--- config.mk ---
export PLATFORM = sky130hd
export DESIGN_NAME = imem_controller
export DESIGN_NICKNAME = d
export VERILOG_FILES = /design/src/rtl/imem_controller_pkg.sv /design/src/rtl/imem_arbiter.sv /design/src/rtl/imem_controller.sv
export SDC_FILE = /design/constraint.sdc
export NUM_CORES = 1
export LEC_CHECK = 0
export BUFFER_PORTS_ARGS = -buffer_cell sky130_fd_sc_hd__buf_2
export CORE_MARGIN = 2
export CORE_UTILIZATION = 38
export CTS_BUF_LIST = sky130_fd_sc_hd__clkbuf_2 sky130_fd_sc_hd__clkbuf_4 sky130_fd_sc_hd__clkbuf_8
export DETAILED_ROUTE_END_ITERATION = 10
export GPL_TIMING_DRIVEN = 0
export PLACE_DENSITY_LB_ADDON = 0.05
export SLEW_MARGIN = 0
export SYNTH_ARGS = -nofsm -noshare
export SYNTH_HDL_FRONTEND = slang
export SYNTH_HIERARCHICAL = 1
export SYNTH_SLANG_ARGS = --single-unit
--- constraint.sdc ---
create_clock -name clk -period 2.35 [get_ports clk]
set_clock_uncertainty 0.1 [all_clocks]
set_input_delay 0.1175 -clock clk [delete_from_list [all_inputs] [get_ports clk]]
set_output_delay 0.1175 -clock clk [all_outputs]
set_load 0.02 [all_outputs]
--- src/rtl/imem_controller_pkg.sv ---
// Shared widths and state encodings for the instruction-memory controller.
// Width macros default here unless a project-wide header has already set them.
`ifndef ADDR_WIDTH
`define ADDR_WIDTH 8
`endif
`ifndef INST_WIDTH
`define INST_WIDTH 32
`endif
`ifndef IMEMORY_SIZE
`define IMEMORY_SIZE 256
`endif

package imem_controller_pkg;

  typedef enum logic [1:0] {
    IMC_BOOT = 2'd0,
    IMC_LOAD = 2'd1,
    IMC_RUN  = 2'd2
  } imc_state_t;

  localparam int STARVE_W = 4;

endpackage

--- src/rtl/imem_arbiter.sv ---
// Run-mode fetch/debug arbitration for the single memory port; fetch grant is same-cycle,
// debug data and ack are registered one cycle later, and fetch wins unless debug has starved.
module imem_arbiter
  import imem_controller_pkg::*;
#(
  parameter int INST_WIDTH   = 32,
  parameter int STARVE_LIMIT = 4
) (
  input  logic                  clk,
  input  logic                  reset_n,
  input  logic                  i_run,
  input  logic                  i_fetch_req,
  input  logic                  i_dbg_req,
  input  logic [INST_WIDTH-1:0] i_mem_rdata,
  output logic                  o_fetch_gnt,
  output logic                  o_dbg_win,
  output logic                  o_dbg_ack,
  output logic [INST_WIDTH-1:0] o_dbg_rdata
);

  localparam logic [STARVE_W-1:0] LIMIT = STARVE_W'(STARVE_LIMIT);

  logic [STARVE_W-1:0]   r_starve_cnt;
  logic                  r_inflight;
  logic [INST_WIDTH-1:0] r_dbg_rdata;
  logic                  w_dbg_open;
  logic                  w_dbg_win;
  logic                  w_fetch_gnt;

  // The ack cycle blocks a re-grant so the host has time to drop dbg_req.
  assign w_dbg_open  = i_run && i_dbg_req && !r_inflight;
  assign w_dbg_win   = w_dbg_open && (!i_fetch_req || (r_starve_cnt == LIMIT));
  assign w_fetch_gnt = i_run && i_fetch_req && !w_dbg_win;

  always_ff @(posedge clk or negedge reset_n) begin
    if (!reset_n) begin
      r_starve_cnt <= '0;
      r_inflight   <= 1'b0;
      r_dbg_rdata  <= '0;
    end else begin
      r_inflight <= w_dbg_win;
      if (w_dbg_win) begin
        r_dbg_rdata  <= i_mem_rdata;
        r_starve_cnt <= '0;
      end else if (w_fetch_gnt && w_dbg_open && (r_starve_cnt != LIMIT)) begin
        r_starve_cnt <= r_starve_cnt + 1'b1;
      end
    end
  end

  assign o_fetch_gnt = w_fetch_gnt;
  assign o_dbg_win   = w_dbg_win;
  assign o_dbg_ack   = r_inflight;
  assign o_dbg_rdata = r_dbg_rdata;

endmodule

--- src/rtl/imem_controller.sv ---
// Owns the instruction-memory port: streams a program image in (BOOT/LOAD), then arbitrates fetch vs debug (RUN).
// Load beats write in the accept cycle; load_ready is level-based on state, fetch is same-cycle, debug acks next cycle.
module imem_controller
  import imem_controller_pkg::*;
#(
  parameter int ADDR_WIDTH   = `ADDR_WIDTH,
  parameter int INST_WIDTH   = `INST_WIDTH,
  parameter int IMEMORY_SIZE = `IMEMORY_SIZE,
  parameter int STARVE_LIMIT = 4,
  parameter int BOOT_HOLD    = 1
) (
  input  logic                  clk,
  input  logic                  reset_n,
  input  logic                  load_start,
  input  logic [ADDR_WIDTH-1:0] load_base,
  input  logic                  load_valid,
  input  logic [INST_WIDTH-1:0] load_data,
  input  logic                  load_last,
  output logic                  load_ready,
  output logic                  load_busy,
  output logic                  load_done,
  output logic                  load_err,
  input  logic                  fetch_req,
  input  logic [ADDR_WIDTH-1:0] fetch_pc,
  output logic                  fetch_gnt,
  output logic [INST_WIDTH-1:0] fetch_instr,
  output logic                  cpu_hold,
  input  logic                  dbg_req,
  input  logic [ADDR_WIDTH-1:0] dbg_addr,
  output logic                  dbg_ack,
  output logic [INST_WIDTH-1:0] dbg_rdata,
  output logic [ADDR_WIDTH-1:0] mem_addr,
  output logic [INST_WIDTH-1:0] mem_wdata,
  output logic                  mem_we,
  input  logic [INST_WIDTH-1:0] mem_rdata
);

  localparam imc_state_t            RESET_STATE = (BOOT_HOLD != 0) ? IMC_BOOT : IMC_RUN;
  localparam logic [ADDR_WIDTH-1:0] PTR_LAST    = ADDR_WIDTH'(IMEMORY_SIZE - 1);

  imc_state_t            r_state;
  imc_state_t            w_next_state;
  logic [ADDR_WIDTH-1:0] r_ptr;
  logic                  r_load_done;
  logic                  r_load_err;
  logic                  w_in_load;
  logic                  w_run;
  logic                  w_beat;
  logic                  w_start_ok;
  logic                  w_fetch_gnt;
  logic                  w_dbg_win;

  always_ff @(posedge clk or negedge reset_n) begin
    if (!reset_n) begin
      r_state <= RESET_STATE;
    end else begin
      r_state <= w_next_state;
    end
  end

  always_comb begin
    w_next_state = r_state;
    case (r_state)
      IMC_BOOT: if (load_start) w_next_state = IMC_LOAD;
      IMC_LOAD: if (w_beat && load_last) w_next_state = IMC_RUN;
      IMC_RUN:  if (load_start) w_next_state = IMC_LOAD;
      default:  w_next_state = IMC_BOOT;
    endcase
  end

  always_comb begin
    w_in_load   = (r_state == IMC_LOAD);
    w_run       = (r_state == IMC_RUN);
    w_start_ok  = load_start && (r_state == IMC_BOOT || r_state == IMC_RUN);
    w_beat      = w_in_load && load_valid;
    cpu_hold    = !w_run;
    load_busy   = w_in_load;
    load_ready  = w_in_load;
    mem_we      = w_beat;
    mem_wdata   = w_beat ? load_data : '0;
    fetch_gnt   = w_fetch_gnt;
    fetch_instr = w_fetch_gnt ? mem_rdata : '0;
    if (w_in_load) begin
      mem_addr = r_ptr;
    end else if (w_dbg_win) begin
      mem_addr = dbg_addr;
    end else if (w_fetch_gnt) begin
      mem_addr = fetch_pc;
    end else begin
      mem_addr = '0;
    end
  end

  // Pointer wraps at the last physical word, not at the address-width boundary.
  always_ff @(posedge clk or negedge reset_n) begin
    if (!reset_n) begin
      r_ptr       <= '0;
      r_load_err  <= 1'b0;
      r_load_done <= 1'b0;
    end else begin
      r_load_done <= w_beat && load_last;
      if (w_start_ok) begin
        r_ptr      <= load_base;
        r_load_err <= 1'b0;
      end else if (w_beat) begin
        if (r_ptr == PTR_LAST) begin
          r_ptr      <= '0;
          r_load_err <= 1'b1;
        end else begin
          r_ptr <= r_ptr + 1'b1;
        end
      end
    end
  end

  assign load_done = r_load_done;
  assign load_err  = r_load_err;

  imem_arbiter #(
    .INST_WIDTH   (INST_WIDTH),
    .STARVE_LIMIT (STARVE_LIMIT)
  ) u_arbiter (
    .clk         (clk),
    .reset_n     (reset_n),
    .i_run       (w_run),
    .i_fetch_req (fetch_req),
    .i_dbg_req   (dbg_req),
    .i_mem_rdata (mem_rdata),
    .o_fetch_gnt (w_fetch_gnt),
    .o_dbg_win   (w_dbg_win),
    .o_dbg_ack   (dbg_ack),
    .o_dbg_rdata (dbg_rdata)
  );

endmodule

Word-level counts from Yosys, hierarchy flattened. Cells that the tools add are included.

Input bits: 95. Flip-flop bits (word level): 49. Logic and storage cells: 55. Output and inout bits: 112.

Reduce and logical (&&, ||, !) cells: 23. Eq/ne operators: 7. Multiplexer cells: 16. Add/subtract/negate cells: 2.

Operator list (number): 2-to-1 mux 32 bit (2); 2-to-1 mux 8 bit (6); logical AND 1 bit (10); adder 8 x 1 -> 8 bit (second input constant) (1); equality test 8 bit (second input constant) (1); 2-to-1 mux 4 bit (2); nonzero test 2 bit (3); adder 4 x 1 -> 4 bit (second input constant) (1); equality test 4 x 3 -> 1 bit (second input constant) (1); logical NOT 1 bit (4); 2-to-1 mux 2 bit (2); != test 2 x 1 -> 1 bit (second input constant) (2); != test 4 x 3 -> 1 bit (second input constant) (1); case mux 2 bit (2 select lines) (1); AND reduction 2 bit (2); 2-to-1 mux 1 bit (3); equality test 2 x 1 -> 1 bit (second input constant) (1); equality test 2 bit (second input constant) (1); logical NOT 2 bit (1); logical OR 1 bit (2); OR reduction 2 bit (1).

Longest topological paths before layout. Gate-level depths: netlist of the first run.

Depth after elaboration: 10. Depth in mapped cells: 10. Gate-level depth less buffers: 9.

Modules after synthesis. Netlist of the first run, hierarchy kept.

Modules (own cells, without submodules): imem_arbiter (cells an instance 99, seq. area each 925.9 µm², area each 1517.7 µm², instances 1); imem_controller (cells an instance 177, seq. area each 300.3 µm², area each 1328.8 µm², instances 1).

Worst setup path after synthesis of the first run. OpenSTA, ideal clock, no wires.

Kind: reg2out. Start point: register r_state[0]. End point: output port mem_addr[0]. Stages on the path, launching flop included: 11. Buffers on the path: 3. Arrival time: 2.377 ns. Setup slack: -0.245 ns. Required time: 2.132 ns. Cell sequence: dfrtp_1 buf_2 nor2b_1 nand3b_4 a21oi_4 buf_6 nor2_1 nor2b_1 clkbuf_1 a22oi_1 a21oi_1.

Word-level cells in the longest chain between the ends: 9. Elaborated cells between the ends (all ways): 11. Classes of those cells: eq/ne: 2; mux: 3; reduce/logical: 6.

Ends and longest elaborated chain: from (decl) (RTL line imem_controller.sv:41) `imc_state_t r_state;`; from (signal assigned) (RTL line imem_controller.sv:57) `r_state <= w_next_state;`; equality test 2 bit (RTL line imem_controller.sv:73) `w_run = (r_state == IMC_RUN);`; net w_run (RTL line imem_controller.sv:47) `logic w_run;`; logical AND 1 bit (2 in series) (RTL line imem_arbiter.sv:31) `assign w_dbg_open = i_run && i_dbg_req && !r_inflight;`; logical AND 1 bit (RTL line imem_arbiter.sv:32) `assign w_dbg_win = w_dbg_open && (!i_fetch_req || (r_starve_cnt == LIMIT));`; net w_dbg_win (RTL line imem_controller.sv:51) `logic w_dbg_win;`; logical NOT 1 bit (RTL line imem_arbiter.sv:33) `assign w_fetch_gnt = i_run && i_fetch_req && !w_dbg_win;`; logical AND 1 bit (RTL line imem_arbiter.sv:33); net fetch_gnt (RTL line imem_controller.sv:25) `output logic fetch_gnt,`; 2-to-1 mux 8 bit (RTL line imem_controller.sv:87) `end else if (w_fetch_gnt) begin`; 2-to-1 mux 8 bit (RTL line imem_controller.sv:85) `end else if (w_dbg_win) begin`; 2-to-1 mux 8 bit (RTL line imem_controller.sv:83) `if (w_in_load) begin`; to (decl) (RTL line imem_controller.sv:32) `output logic [ADDR_WIDTH-1:0] mem_addr,`.

The timed path passes the listed nets, and every way through them passes these cells.

Final worst setup path of the first run.
Start point: register u_arbiter.r_starve_cnt[0]. End point: output port mem_addr[4].

Word-level cells in the longest chain between the ends: 8.

Ends and longest elaborated chain: from (decl) (RTL line imem_arbiter.sv:23) `logic [STARVE_W-1:0] r_starve_cnt;`; from (signal assigned) (RTL line imem_arbiter.sv:46) `r_starve_cnt <= r_starve_cnt + 1'b1;`; equality test 4 x 3 -> 1 bit (*) (RTL line imem_arbiter.sv:32); logical OR 1 bit (*) (RTL line imem_arbiter.sv:32); logical AND 1 bit (*) (RTL line imem_arbiter.sv:32); net w_dbg_win (RTL line imem_controller.sv:51); logical NOT 1 bit (RTL line imem_arbiter.sv:33); logical AND 1 bit (RTL line imem_arbiter.sv:33); 2-to-1 mux 8 bit (RTL line imem_controller.sv:87); 2-to-1 mux 8 bit (*) (RTL line imem_controller.sv:85); 2-to-1 mux 8 bit (*) (RTL line imem_controller.sv:83).

Mark *: on every way through the listed nets, which the timed path passes. The rest lies on a longest branch.

==> insert_results.sql, run 1 <==
INSERT INTO impl_metrics (metric_group, metric, value, unit) VALUES
('timing', 'setup_tns', '0', 'ns'),
('place', 'portBuffers', '205', ''),
('detailed_routing', 'route.detailed.wl_per_inst', '14.1', 'microns'),
('clock_tree', 'cts_buffer_depth', '2', ''),
('global_routing', 'grt_use_total', '0.218', ''),
('timing', 'final_period_minus_worst_setup_slack', '2.30', 'ns'),
('yosys', 'synth.ff_latch_count', '49', ''),
('clock_tree', 'cts_htree_levels', '2', ''),
('setup_path', 'crit_required', '2.13', 'ns'),
('cells_and_area', 'post_route_cells_drive_above_1_share', '0.558', ''),
('pwr', 'power.ir.vdd_worst', '0.000498', 'V'),
('setup_path', 'critical_path_class', 'register to output port', ''),
('pwr', 'portion_of_total_power_attributed_to_sequential_cells', '0.321', ''),
('place', 'gpl.final_weighted_congestion', '0.847', ''),
('timing', 'finalHoldWorstSlack', '0.0108', 'ns'),
('cells_and_area', 'layout.core_utilization', '0.650', ''),
('timing', 'timing.max_slew.rel_slack', '0.266', ''),
('clock_tree', 'tritoncts_num_sinks', '49', ''),
('detailed_routing', 'vias_per_cell', '4.69', ''),
('setup_path', 'cp_data_arrival_time', '2.09', 'ns'),
('cells_and_area', 'layout.cells.most_common', 'sky130_fd_sc_hd__buf_2', ''),
('timing', 'grt_setup_unrepaired', 'yes', ''),
('timing', 'report.final.setup_viol', '0', ''),
('clock_tree', 'cts_tree', 'yes', ''),
('global_routing', 'grt_max_degree', '50', ''),
('place', 'place_area', '0.00403', 'sq mm'),
('pwr', 'powerDensity', '979', 'mW/mm^2'),
('worst_hold_path', 'hold_class', 'input port to register', ''),
('yosys', 'synth.area.top_cells', 'sky130_fd_sc_hd__dfrtp_1 43%, sky130_fd_sc_hd__and2_1 15%, sky130_fd_sc_hd__mux2_2 11%, sky130_fd_sc_hd__nand3b_4 2.1%, sky130_fd_sc_hd__mux2_1 2.0%', ''),
('yosys', 'post_synth.cell_area_avg', '10.3', 'sq um'),
('job', 'maxCapViolations', '0', ''),
('timing', 'timing_worst_slew_pin_value', '1.10', 'ns'),
('yosys', 'synthDominantAreaCellType', 'sky130_fd_sc_hd__dfrtp_1', ''),
('global_routing', 'antenna_found_initial', '0', ''),
('clock_tree', 'insertion_delay', '0.31', 'ns'),
('yosys', 'postSynthNetCount', '374', ''),
('timing', 'final-max-slew-violation-count', '0', ''),
('pwr', 'pwr-share-clk', '0.110', ''),
('cells_and_area', 'layout-area-overhead-vs-synth', '65.6', '%'),
('place', 'detailedPlacementHpwl', '6550', 'microns'),
('setup_path', 'capturing_element_type_of_the_critical_path', 'output port', ''),
('cells_and_area', 'nets', '636', ''),
('detailed_routing', 'detail-route-antenna-nets', '0', ''),
('timing', 'final-hold-violation-count', '0', ''),
('status', 'status', 'finished clean', ''),
('global_routing', 'grt_overflow_total', '0', ''),
('cells_and_area', 'antennaDiodeCount', '0', ''),
('pwr', 'cell_internal_pwr', '0.00253', 'W'),
('floorplan', 'std_cell_rows', '31', ''),
('pwr', 'totalPowerFinal', '0.00462', 'W'),
('pwr', 'power.share.combinational', '0.570', ''),
('pwr', 'power.switching_fraction', '0.453', ''),
('global_routing', 'wire_length_of_the_first_global_routing_pass', '14600', 'microns'),
('detailed_routing', 'routed-via-count', '2990', ''),
('clock_tree', 'clk_root_buffer_cell', 'sky130_fd_sc_hd__clkbuf_8', ''),
('floorplan', 'design.die.area', '0.00820', 'sq mm'),
('yosys', 'netlist.area_leader.share', '0.431', ''),
('cells_and_area', 'final_design_area_no_fill', '0.00471', 'sq mm'),
('yosys', 'synth_warnings', '6', ''),
('floorplan', 'ports', '207', ''),
('floorplan', 'initial_utilization', '0.392', ''),
('cells_and_area', 'layout.cells.most_common_list', '205 x sky130_fd_sc_hd__buf_2, 66 x sky130_fd_sc_hd__and2_1, 49 x sky130_fd_sc_hd__dfrtp_1', ''),
('timing', 'final.period_utilization', '0.981', ''),
('floorplan', 'die_x', '90.6', 'microns'),
('floorplan', 'die_height', '90.6', 'microns'),
('pwr', 'total_leakage_power', '2.52', 'nW'),
('yosys', 'synthesis.area', '0.00285', 'sq mm'),
('pwr', 'power_switching', '0.00209', 'W'),
('cells_and_area', 'fillerInstances', '664', ''),
('yosys', 'synth_cell_type_count', '44', ''),
('detailed_routing', 'detail_route.iter0.violations', '102', '');
logic make-up after synthesis:
kind of cell,after synthesis,synth area share
XOR/XNOR,3,0.00923
flip-flops,49,0.431
buffers and inverters,26,0.0510
AO/OA/AOI/OAI,39,0.0927
AND/OR/NAND/NOR,119,0.259
multiplexers,37,0.144
adder cells (fa/ha/maj),3,0.0132
layer usage:
layer	up-vias	wire (microns)	track usage
li1	1465	-	-
met5	-	0	0
met2	135	4350	0.373
met4	0	136	0.0551
met1	1378	3680	0.261
met3	12	826	0.0751
worst paths after layout:
path                                                        from                               endpoint  slack (ns)  cells past startpoint
max                        u_arbiter/r_starve_cnt[0]$_DFFE_PN0P_                            mem_addr[4]        0.05                     11
min                                                    load_last                    load_done$_DFF_PN0_        0.01                      2
max reg2reg                u_arbiter/r_starve_cnt[0]$_DFFE_PN0P_   u_arbiter/o_dbg_rdata[2]$_DFFE_PN0N_        0.52                      7
min reg2reg                                 load_err$_DFFE_PN0P_                   load_err$_DFFE_PN0P_        0.39                      2
max in group asynchronous                                reset_n   u_arbiter/o_dbg_rdata[6]$_DFFE_PN0N_        1.02                      2
min in group asynchronous                                reset_n  u_arbiter/r_starve_cnt[2]$_DFFE_PN0P_        0.45                      2
metrics by stage:
stage | setup slack, ns | std cells
after global placement | -0.432 | 580
final | 0.0454 | 637
after CTS | -0.0189 | 636
after detailed placement | -0.512 | 580
after global routing | -0.0387 | 637
after floorplan | 0.00563 | 276
power groups by stage:
stage | Combinational [W] | Clock [W] | Sequential, W
final | 0.00263 | 0.000506 | 0.00148
after floorplan | 0.00128 | 0 | 0.00181
after global placement | 0.00244 | 0 | 0.00148
after CTS | 0.00264 | 0.000515 | 0.00148
after detailed placement | 0.00246 | 0 | 0.00149
after global routing | 0.00283 | 0.000546 | 0.00154
critical path: stages, from the launching register on:
cell	delay [ns]
sky130_fd_sc_hd__dfrtp_1	0.40
sky130_fd_sc_hd__inv_2	0.08
sky130_fd_sc_hd__ha_4	0.15
sky130_fd_sc_hd__nand3b_4	0.10
sky130_fd_sc_hd__a21oi_4	0.19
sky130_fd_sc_hd__buf_8	0.13
sky130_fd_sc_hd__nor2_4	0.04
sky130_fd_sc_hd__nor2b_4	0.13
sky130_fd_sc_hd__buf_12	0.13
sky130_fd_sc_hd__a221oi_4	0.23
sky130_fd_sc_hd__a21oi_2	0.06
sky130_fd_sc_hd__buf_6	0.13
registers in the layout (all words and copies together), names as in the netlist:
signal,count
u_arbiter/o_dbg_rdata,32
load_err,1
r_state,2
r_ptr,8
u_arbiter/o_dbg_ack,1
u_arbiter/r_starve_cnt,4
load_done,1
layout make-up:
cell class,instances,area (sq um),share of cell area
multi-input combinational,201,1580,0.336
timing repair buffer,257,1540,0.327
sequential,49,1230,0.260
buffer,16,124,0.0263
tap,99,124,0.0263
clock buffer,5,68.8,0.0146
inverter,8,30.0,0.00637
clock inverter,2,16.3,0.00345
Yosys cell counts, drive strengths merged:
master  count
nand3       8
a31oi       2
inv         8
nor2b       3
nor2       11
xnor2       2
nand3b      4
and3        1
nand2      14
clkbuf      7
nor4        1
and2       66
nand4       3
xor2        1
o22ai       1
a22oi       7
ha          3
a21o        1
o221ai      2
dfrtp      49
o21bai      1
a221o       2
o21ai       8
buf        11
a221oi      1
o31ai       2
mux2       32
a21oi      12
nor3        2
mux2i       5
nor4bb      1
nand2b      5
repair_timing:
item / 4_1_cts / 5_1_grt
buffers inserted: 12 / 4
setup endpoints to repair: 41 / 38
resized for setup: 20 / 15
hold buffers: 37 / 0
endpoints found under the hold margin: 85 / 0
pin swaps: 5 / 4
Note: power is estimated with default switching activity, not from simulation.
==> inputs of run 2 (changes only) <==
- MAX_ROUTING_LAYER: default -> met4
==> insert_results.sql, run 2 (synthesis gave the netlist of run 1 again) <==
INSERT INTO impl_metrics (metric_group, metric, value, unit) VALUES
('timing', 'final-max-slew-violation-count', '0', ''),
('setup_path', 'worstReg2RegEnd', 'u_arbiter/o_dbg_rdata[1]$_DFFE_PN0N_', ''),
('cells_and_area', 'antennaDiodeCount', '0', ''),
('timing', 'timing.max_slew.rel_slack', '0.261', ''),
('floorplan', 'std_cell_rows', '31', ''),
('cells_and_area', 'layout.cells.most_common', 'sky130_fd_sc_hd__buf_2', ''),
('detailed_routing', 'routed-via-count', '2989', ''),
('global_routing', 'grt_max_degree', '50', ''),
('floorplan', 'design.die.area', '0.00820', 'sq mm'),
('place', 'place.detailed.instances', '580', ''),
('detailed_routing', 'route.detailed.wl_per_inst', '14.2', 'microns'),
('pwr', 'total_leakage_power', '2.52', 'nW'),
('worst_hold_path', 'worst_hold_path.num_cells', '2', ''),
('place', 'detailedPlacementHpwl', '6550', 'microns'),
('cells_and_area', 'multi_input_area', '0.00158', 'sq mm'),
('global_routing', 'vias_in_the_first_global_route', '3075', ''),
('cells_and_area', 'largest_reg_flops', '32', ''),
('timing', 'final-hold-violation-count', '0', ''),
('setup_path', 'regToRegStartpoint', 'u_arbiter/r_starve_cnt[0]$_DFFE_PN0P_', ''),
('clock_tree', 'tritoncts_num_sinks', '49', ''),
('pwr', 'powerDensity', '979', 'mW/mm^2'),
('worst_hold_path', 'hold_class', 'input port to register', ''),
('floorplan', 'core_region_area', '0.00725', 'sq mm'),
('worst_hold_path', 'min_from', 'load_last', ''),
('clock_tree', 'clk_root_buffer_cell', 'sky130_fd_sc_hd__clkbuf_8', ''),
('detailed_routing', 'detail_route.iter0.violations', '106', ''),
('setup_path', 'r2r_slack', '0.51', 'ns'),
('cells_and_area', 'nets', '636', ''),
('detailed_routing', 'drt_pre_antenna_iters', '4', ''),
('cells_and_area', 'fillerInstances', '664', ''),
('place', 'portBuffers', '205', ''),
('detailed_routing', 'remaining_drc_errors', '0', ''),
('clock_tree', 'insertion_delay', '0.31', 'ns'),
('clock_tree', 'cts_buffer_depth', '2', ''),
('global_routing', 'antenna_found_initial', '0', ''),
('timing', 'timing_worst_slew_pin_value', '1.11', 'ns'),
('floorplan', 'die_x', '90.6', 'microns'),
('timing', 'final.period_utilization', '0.981', ''),
('cells_and_area', 'sequential_cell_area', '0.00123', 'sq mm'),
('status', 'status', 'finished clean', ''),
('place', 'gpl.final_weighted_congestion', '0.860', ''),
('setup_path', 'timing.critical_path.fanout_max', '7', ''),
('setup_path', 'critical_path_class', 'register to output port', ''),
('clock_tree', 'numCtsBuffers', '5', ''),
('clock_tree', 'cts.clk_slew.worst_paths', '0.10', 'ns'),
('global_routing', 'wire_length_of_the_first_global_routing_pass', '14600', 'microns'),
('timing', 'setup_tns', '0', 'ns'),
('pwr', 'power.ir.vdd_worst', '0.000500', 'V'),
('setup_path', 'r2r.worst_path.cells', '7', ''),
('job', 'maxCapViolations', '0', ''),
('setup_path', 'setup.worst_path.start_class', 'register', ''),
('timing', 'report.final.setup_viol', '0', ''),
('clock_tree', 'cts_tree', 'yes', ''),
('timing', 'max_freq', '434', 'MHz'),
('setup_path', 'cp_data_arrival_time', '2.09', 'ns'),
('detailed_routing', 'vias_per_cell', '4.69', ''),
('cells_and_area', 'layout.cells.most_common_list', '205 x sky130_fd_sc_hd__buf_2, 66 x sky130_fd_sc_hd__and2_1, 49 x sky130_fd_sc_hd__dfrtp_1', ''),
('cells_and_area', 'post_route_cells_drive_above_1_share', '0.558', ''),
('worst_hold_path', 'holdPathEnd', 'load_done$_DFF_PN0_', ''),
('global_routing', 'grt_overflow_total', '0', ''),
('timing', 'final_period_minus_worst_setup_slack', '2.30', 'ns'),
('floorplan', 'initial_utilization', '0.392', ''),
('setup_path', 'crit_required', '2.13', 'ns'),
('detailed_routing', 'detail-route-antenna-nets', '0', ''),
('cells_and_area', 'layout-area-overhead-vs-synth', '65.6', '%'),
('global_routing', 'grt_use_total', '0.223', ''),
('cells_and_area', 'finish.cell_count_without_fillers', '637', ''),
('timing', 'grt_setup_unrepaired', 'yes', ''),
('detailed_routing', 'postRouteWirelength', '9020', 'microns'),
('setup_path', 'capturing_element_type_of_the_critical_path', 'output port', ''),
('floorplan', 'die_height', '90.6', 'microns'),
('clock_tree', 'cts_htree_levels', '2', ''),
('floorplan', 'ports', '207', '');
## run 2: cell counts in the layout (fill, tap and decap cells not counted)
No cell type changed its count.
## run 2: layer usage
layer,GRT usage,part of all wire,wire length (microns),vias to the layer above
li1,-,-,-,1469
met1,0.265,0.42,3800,1369
met3,0.0659,0.084,755,12
met2,0.374,0.48,4340,139
met5,-,0,0,-
met4,0.0551,0.014,128,0
## run 2: cell type report
type,count,area share
tap,99,0.0263
sequential,49,0.260
clock inverter,2,0.00345
buffer,16,0.0263
multi-input combinational,201,0.336
timing repair buffer,257,0.327
clock buffer,5,0.0146
inverter,8,0.00637
## run 2: per-stage QoR
step | power [W] | hold WS (ns) | area [sq um] | utilization | setup slack (ns)
after floorplan | 0.00309 | -0.278 | 2880 | - | 0.00563
after global placement | 0.00391 | 0.245 | 4030 | 0.555 | -0.432
after detailed placement | 0.00395 | 0.239 | 4030 | 0.555 | -0.512
after CTS | 0.00463 | 0.0135 | 4660 | 0.643 | -0.0189
after global routing | 0.00491 | 0.0148 | 4710 | 0.650 | -0.0387
final | 0.00462 | 0.0100 | 4710 | 0.650 | 0.0452
## run 2: worst max path at each step
stage                                                      from          end  cells after the start
after global routing      u_arbiter/r_starve_cnt[0]$_DFFE_PN0P_  mem_addr[4]                     11
after CTS                                r_state[0]$_DFFE_PN0P_  mem_addr[4]                     11
after floorplan                          r_state[0]$_DFFE_PN0P_  mem_addr[4]                     10
final                     u_arbiter/r_starve_cnt[0]$_DFFE_PN0P_  mem_addr[4]                     11
after detailed placement                 r_state[0]$_DFFE_PN0P_  mem_addr[4]                     11
after global placement                   r_state[0]$_DFFE_PN0P_  mem_addr[4]                     11
## run 2: where the power goes
| group | leakage [nW] | internal (W) | switching [W] |
|---|---|---|---|
| clock network | 0.0402 | 0.000206 | 0.000298 |
| logic | 1.87 | 0.00111 | 0.00152 |
| registers | 0.616 | 0.00121 | 0.000272 |
| total | 2.52 | 0.00253 | 0.00209 |
## run 2: critical path, cell delays in order, from the launching register on
cell,delay [ns]
sky130_fd_sc_hd__dfrtp_1,0.40
sky130_fd_sc_hd__inv_2,0.08
sky130_fd_sc_hd__ha_4,0.15
sky130_fd_sc_hd__nand3b_4,0.10
sky130_fd_sc_hd__a21oi_4,0.19
sky130_fd_sc_hd__buf_8,0.13
sky130_fd_sc_hd__nor2_4,0.04
sky130_fd_sc_hd__nor2b_4,0.13
sky130_fd_sc_hd__buf_12,0.13
sky130_fd_sc_hd__a221oi_4,0.23
sky130_fd_sc_hd__a21oi_2,0.06
sky130_fd_sc_hd__buf_6,0.13
## run 2: repair_timing
item                                   4_1_cts  5_1_grt
gates resized for setup                     20       15
hold buffers                                37        0
setup endpoints to repair                   41       38
pin swaps                                    5        4
endpoints found under the hold margin       85        0
buffers inserted                            12        4
==> inputs of run 3 (changes only) <==
--- a/config.mk
+++ b/config.mk
@@ -15,2 +15,3 @@
 export PLACE_DENSITY_LB_ADDON = 0.05
+export REMOVE_ABC_BUFFERS = 1
 export SLEW_MARGIN = 0
--- a/constraint.sdc
+++ b/constraint.sdc
@@ -4,2 +4,2 @@
 set_output_delay 0.1175 -clock clk [all_outputs]
-set_load 0.02 [all_outputs]
+set_load 0.01 [all_outputs]
==> insert_results.sql, run 3 (synthesis gave the netlist of run 1 again) <==
INSERT INTO impl_metrics (metric_group, metric, value, unit) VALUES
('cells_and_area', 'layout.core_utilization', '0.629', ''),
('status', 'status', 'finished clean', ''),
('global_routing', 'grt_use_total', '0.213', ''),
('cells_and_area', 'finish.cell_count_without_fillers', '623', ''),
('floorplan', 'core_region_area', '0.00725', 'sq mm'),
('place', 'portBuffers', '206', ''),
('cells_and_area', 'layout.cells.most_common_list', '206 x sky130_fd_sc_hd__buf_2, 66 x sky130_fd_sc_hd__and2_1, 48 x sky130_fd_sc_hd__dfrtp_1', ''),
('place', 'detailedPlacementHpwl', '5930', 'microns'),
('timing', 'timing.max_slew.rel_slack', '0.268', ''),
('cells_and_area', 'nets', '621', ''),
('floorplan', 'die_x', '90.6', 'microns'),
('timing', 'max_freq', '443', 'MHz'),
('clock_tree', 'cts.clk_slew.worst_paths', '0.09', 'ns'),
('pwr', 'powerDensity', '889', 'mW/mm^2'),
('clock_tree', 'cts_tree', 'yes', ''),
('setup_path', 'worstSetupStartpoint', 'u_arbiter/r_starve_cnt[0]$_DFFE_PN0P_', ''),
('setup_path', 'timing.critical_path.fanout_max', '6', ''),
('detailed_routing', 'drt_pre_antenna_iters', '4', ''),
('cells_and_area', 'largest_reg_flops', '32', ''),
('cells_and_area', 'fillerInstances', '624', ''),
('cells_and_area', 'layout-area-overhead-vs-synth', '60.2', '%'),
('pwr', 'totalPowerFinal', '0.00405', 'W'),
('place', 'gpl.final_weighted_congestion', '0.787', ''),
('worst_hold_path', 'hold_class', 'input port to register', ''),
('global_routing', 'antenna_found_initial', '0', ''),
('timing', 'setup_tns', '0', 'ns'),
('job', 'maxCapViolations', '0', ''),
('cells_and_area', 'layout.cells.most_common', 'sky130_fd_sc_hd__buf_2', ''),
('timing', 'final_period_minus_worst_setup_slack', '2.26', 'ns'),
('floorplan', 'ports', '207', ''),
('cells_and_area', 'post_route_cells_drive_above_1_share', '0.523', ''),
('setup_path', 'crit_required', '2.13', 'ns'),
('setup_path', 'r2r.worst_path.cells', '6', ''),
('clock_tree', 'cts_htree_levels', '2', ''),
('pwr', 'total_leakage_power', '2.44', 'nW'),
('pwr', 'power.ir.vdd_worst', '0.000458', 'V'),
('global_routing', 'grt_overflow_total', '0', ''),
('global_routing', 'vias_in_the_first_global_route', '2796', ''),
('clock_tree', 'cts_buffer_depth', '2', ''),
('setup_path', 'capturing_element_type_of_the_critical_path', 'output port', ''),
('floorplan', 'std_cell_rows', '31', ''),
('setup_path', 'setup.worst_path.start_class', 'register', ''),
('setup_path', 'r2r_slack', '0.19', 'ns'),
('detailed_routing', 'routed-via-count', '2928', ''),
('timing', 'timing_worst_slew_pin_value', '1.10', 'ns'),
('timing', 'final-hold-violation-count', '0', ''),
('setup_path', 'cp_data_arrival_time', '2.04', 'ns'),
('worst_hold_path', 'worst_hold_path.num_cells', '3', ''),
('floorplan', 'die_height', '90.6', 'microns'),
('floorplan', 'initial_utilization', '0.392', ''),
('clock_tree', 'tritoncts_num_sinks', '49', ''),
('place', 'place.detailed.instances', '564', ''),
('clock_tree', 'clk_root_buffer_cell', 'sky130_fd_sc_hd__clkbuf_8', ''),
('worst_hold_path', 'holdPathEnd', 'r_ptr[2]$_DFFE_PN0P_', ''),
('global_routing', 'wire_length_of_the_first_global_routing_pass', '13900', 'microns'),
('detailed_routing', 'remaining_drc_errors', '0', ''),
('floorplan', 'design.die.area', '0.00820', 'sq mm'),
('worst_hold_path', 'min_from', 'load_base[2]', ''),
('setup_path', 'critical_path_class', 'register to output port', ''),
('detailed_routing', 'detail_route.iter0.violations', '79', ''),
('timing', 'finalHoldWorstSlack', '0.0212', 'ns'),
('detailed_routing', 'route.detailed.wl_per_inst', '14.1', 'microns'),
('clock_tree', 'insertion_delay', '0.30', 'ns'),
('timing', 'final.period_utilization', '0.960', ''),
('detailed_routing', 'vias_per_cell', '4.70', ''),
('timing', 'report.final.setup_viol', '0', ''),
('detailed_routing', 'detail-route-antenna-nets', '0', ''),
('setup_path', 'regToRegStartpoint', 'u_arbiter/r_starve_cnt[0]$_DFFE_PN0P_', ''),
('clock_tree', 'numCtsBuffers', '5', ''),
('global_routing', 'grt_max_degree', '50', ''),
('timing', 'final-max-slew-violation-count', '0', ''),
('cells_and_area', 'antennaDiodeCount', '0', ''),
('setup_path', 'worstReg2RegEnd', 'u_arbiter/o_dbg_rdata[4]$_DFFE_PN0N_', ''),
('detailed_routing', 'postRouteWirelength', '8770', 'microns');
## run 3: changes by cell type in the layout (fill, tap and decap cells not counted), sizes merged
cell / change
buf: -12
clkbuf: -5
a21oi: +2
clkinvlp: -1
dlygate4sd3: +1
inv: +1
## run 3: what timing repair did
item                                    CTS  global route
pin swaps                                 2             3
gates cloned                              2             0
gates resized for setup                  10             5
hold buffers                             38             0
hold endpoints to repair                 87             0
setup buffers                             5             6
endpoints found under the setup margin   74            36
## run 3: worst max path at each step
stage / end / slack [ns] / cells past startpoint
global placement: mem_addr[2] / -1.96 / 8
detailed placement: mem_addr[2] / -1.30 / 8
finish: mem_addr[6] / 0.09 / 10
floorplan: mem_addr[4] / -0.80 / 7
CTS: mem_addr[2] / 0.009 / 9
global route: mem_addr[6] / -0.05 / 10
## run 3: report_power, final
group          internal, W  leakage, nW  total (W)  switching (W)
logic             0.000983         1.78    0.00204        0.00105
clock network     0.000245       0.0518   0.000544       0.000299
registers          0.00121        0.615    0.00147       0.000264
## run 3: layout make-up
cell class                 instances  area, sq um  area share
multi-input combinational        203         1550       0.340
sequential                        49         1230       0.269
tap                               99          124      0.0272
inverter                           8         30.0     0.00659
clock buffer                       6         82.6      0.0181
clock inverter                     2         17.5     0.00384
timing repair buffer             256         1530       0.335
## run 3: routing by layer
metal | share of wire | track usage | wire length [microns] | vias up
met5 | 0 | - | 0 | -
met4 | 0.0079 | 0.0321 | 69 | 0
met3 | 0.059 | 0.0426 | 515 | 7
met2 | 0.53 | 0.377 | 4620 | 120
met1 | 0.41 | 0.258 | 3560 | 1361
li1 | - | - | - | 1440
## run 3: worst max-delay path, cell delays in order (launching register included)
cell and delay [ns]:
sky130_fd_sc_hd__dfrtp_1 0.42, sky130_fd_sc_hd__inv_1 0.12, sky130_fd_sc_hd__ha_4 0.16, sky130_fd_sc_hd__nand3b_4 0.13, sky130_fd_sc_hd__a21oi_4 0.24, sky130_fd_sc_hd__buf_8 0.16
sky130_fd_sc_hd__buf_12 0.12, sky130_fd_sc_hd__nor2_1 0.04, sky130_fd_sc_hd__a21oi_1 0.11, sky130_fd_sc_hd__a21oi_1 0.07, sky130_fd_sc_hd__buf_2 0.16
## run 3: metrics by stage
step	setup WS (ns)	cell area, sq um
after floorplan	-0.801	2730
after global placement	-1.96	3890
after detailed placement	-1.30	3900
after CTS	0.00903	4490
after global routing	-0.0485	4560
final	0.0948	4560
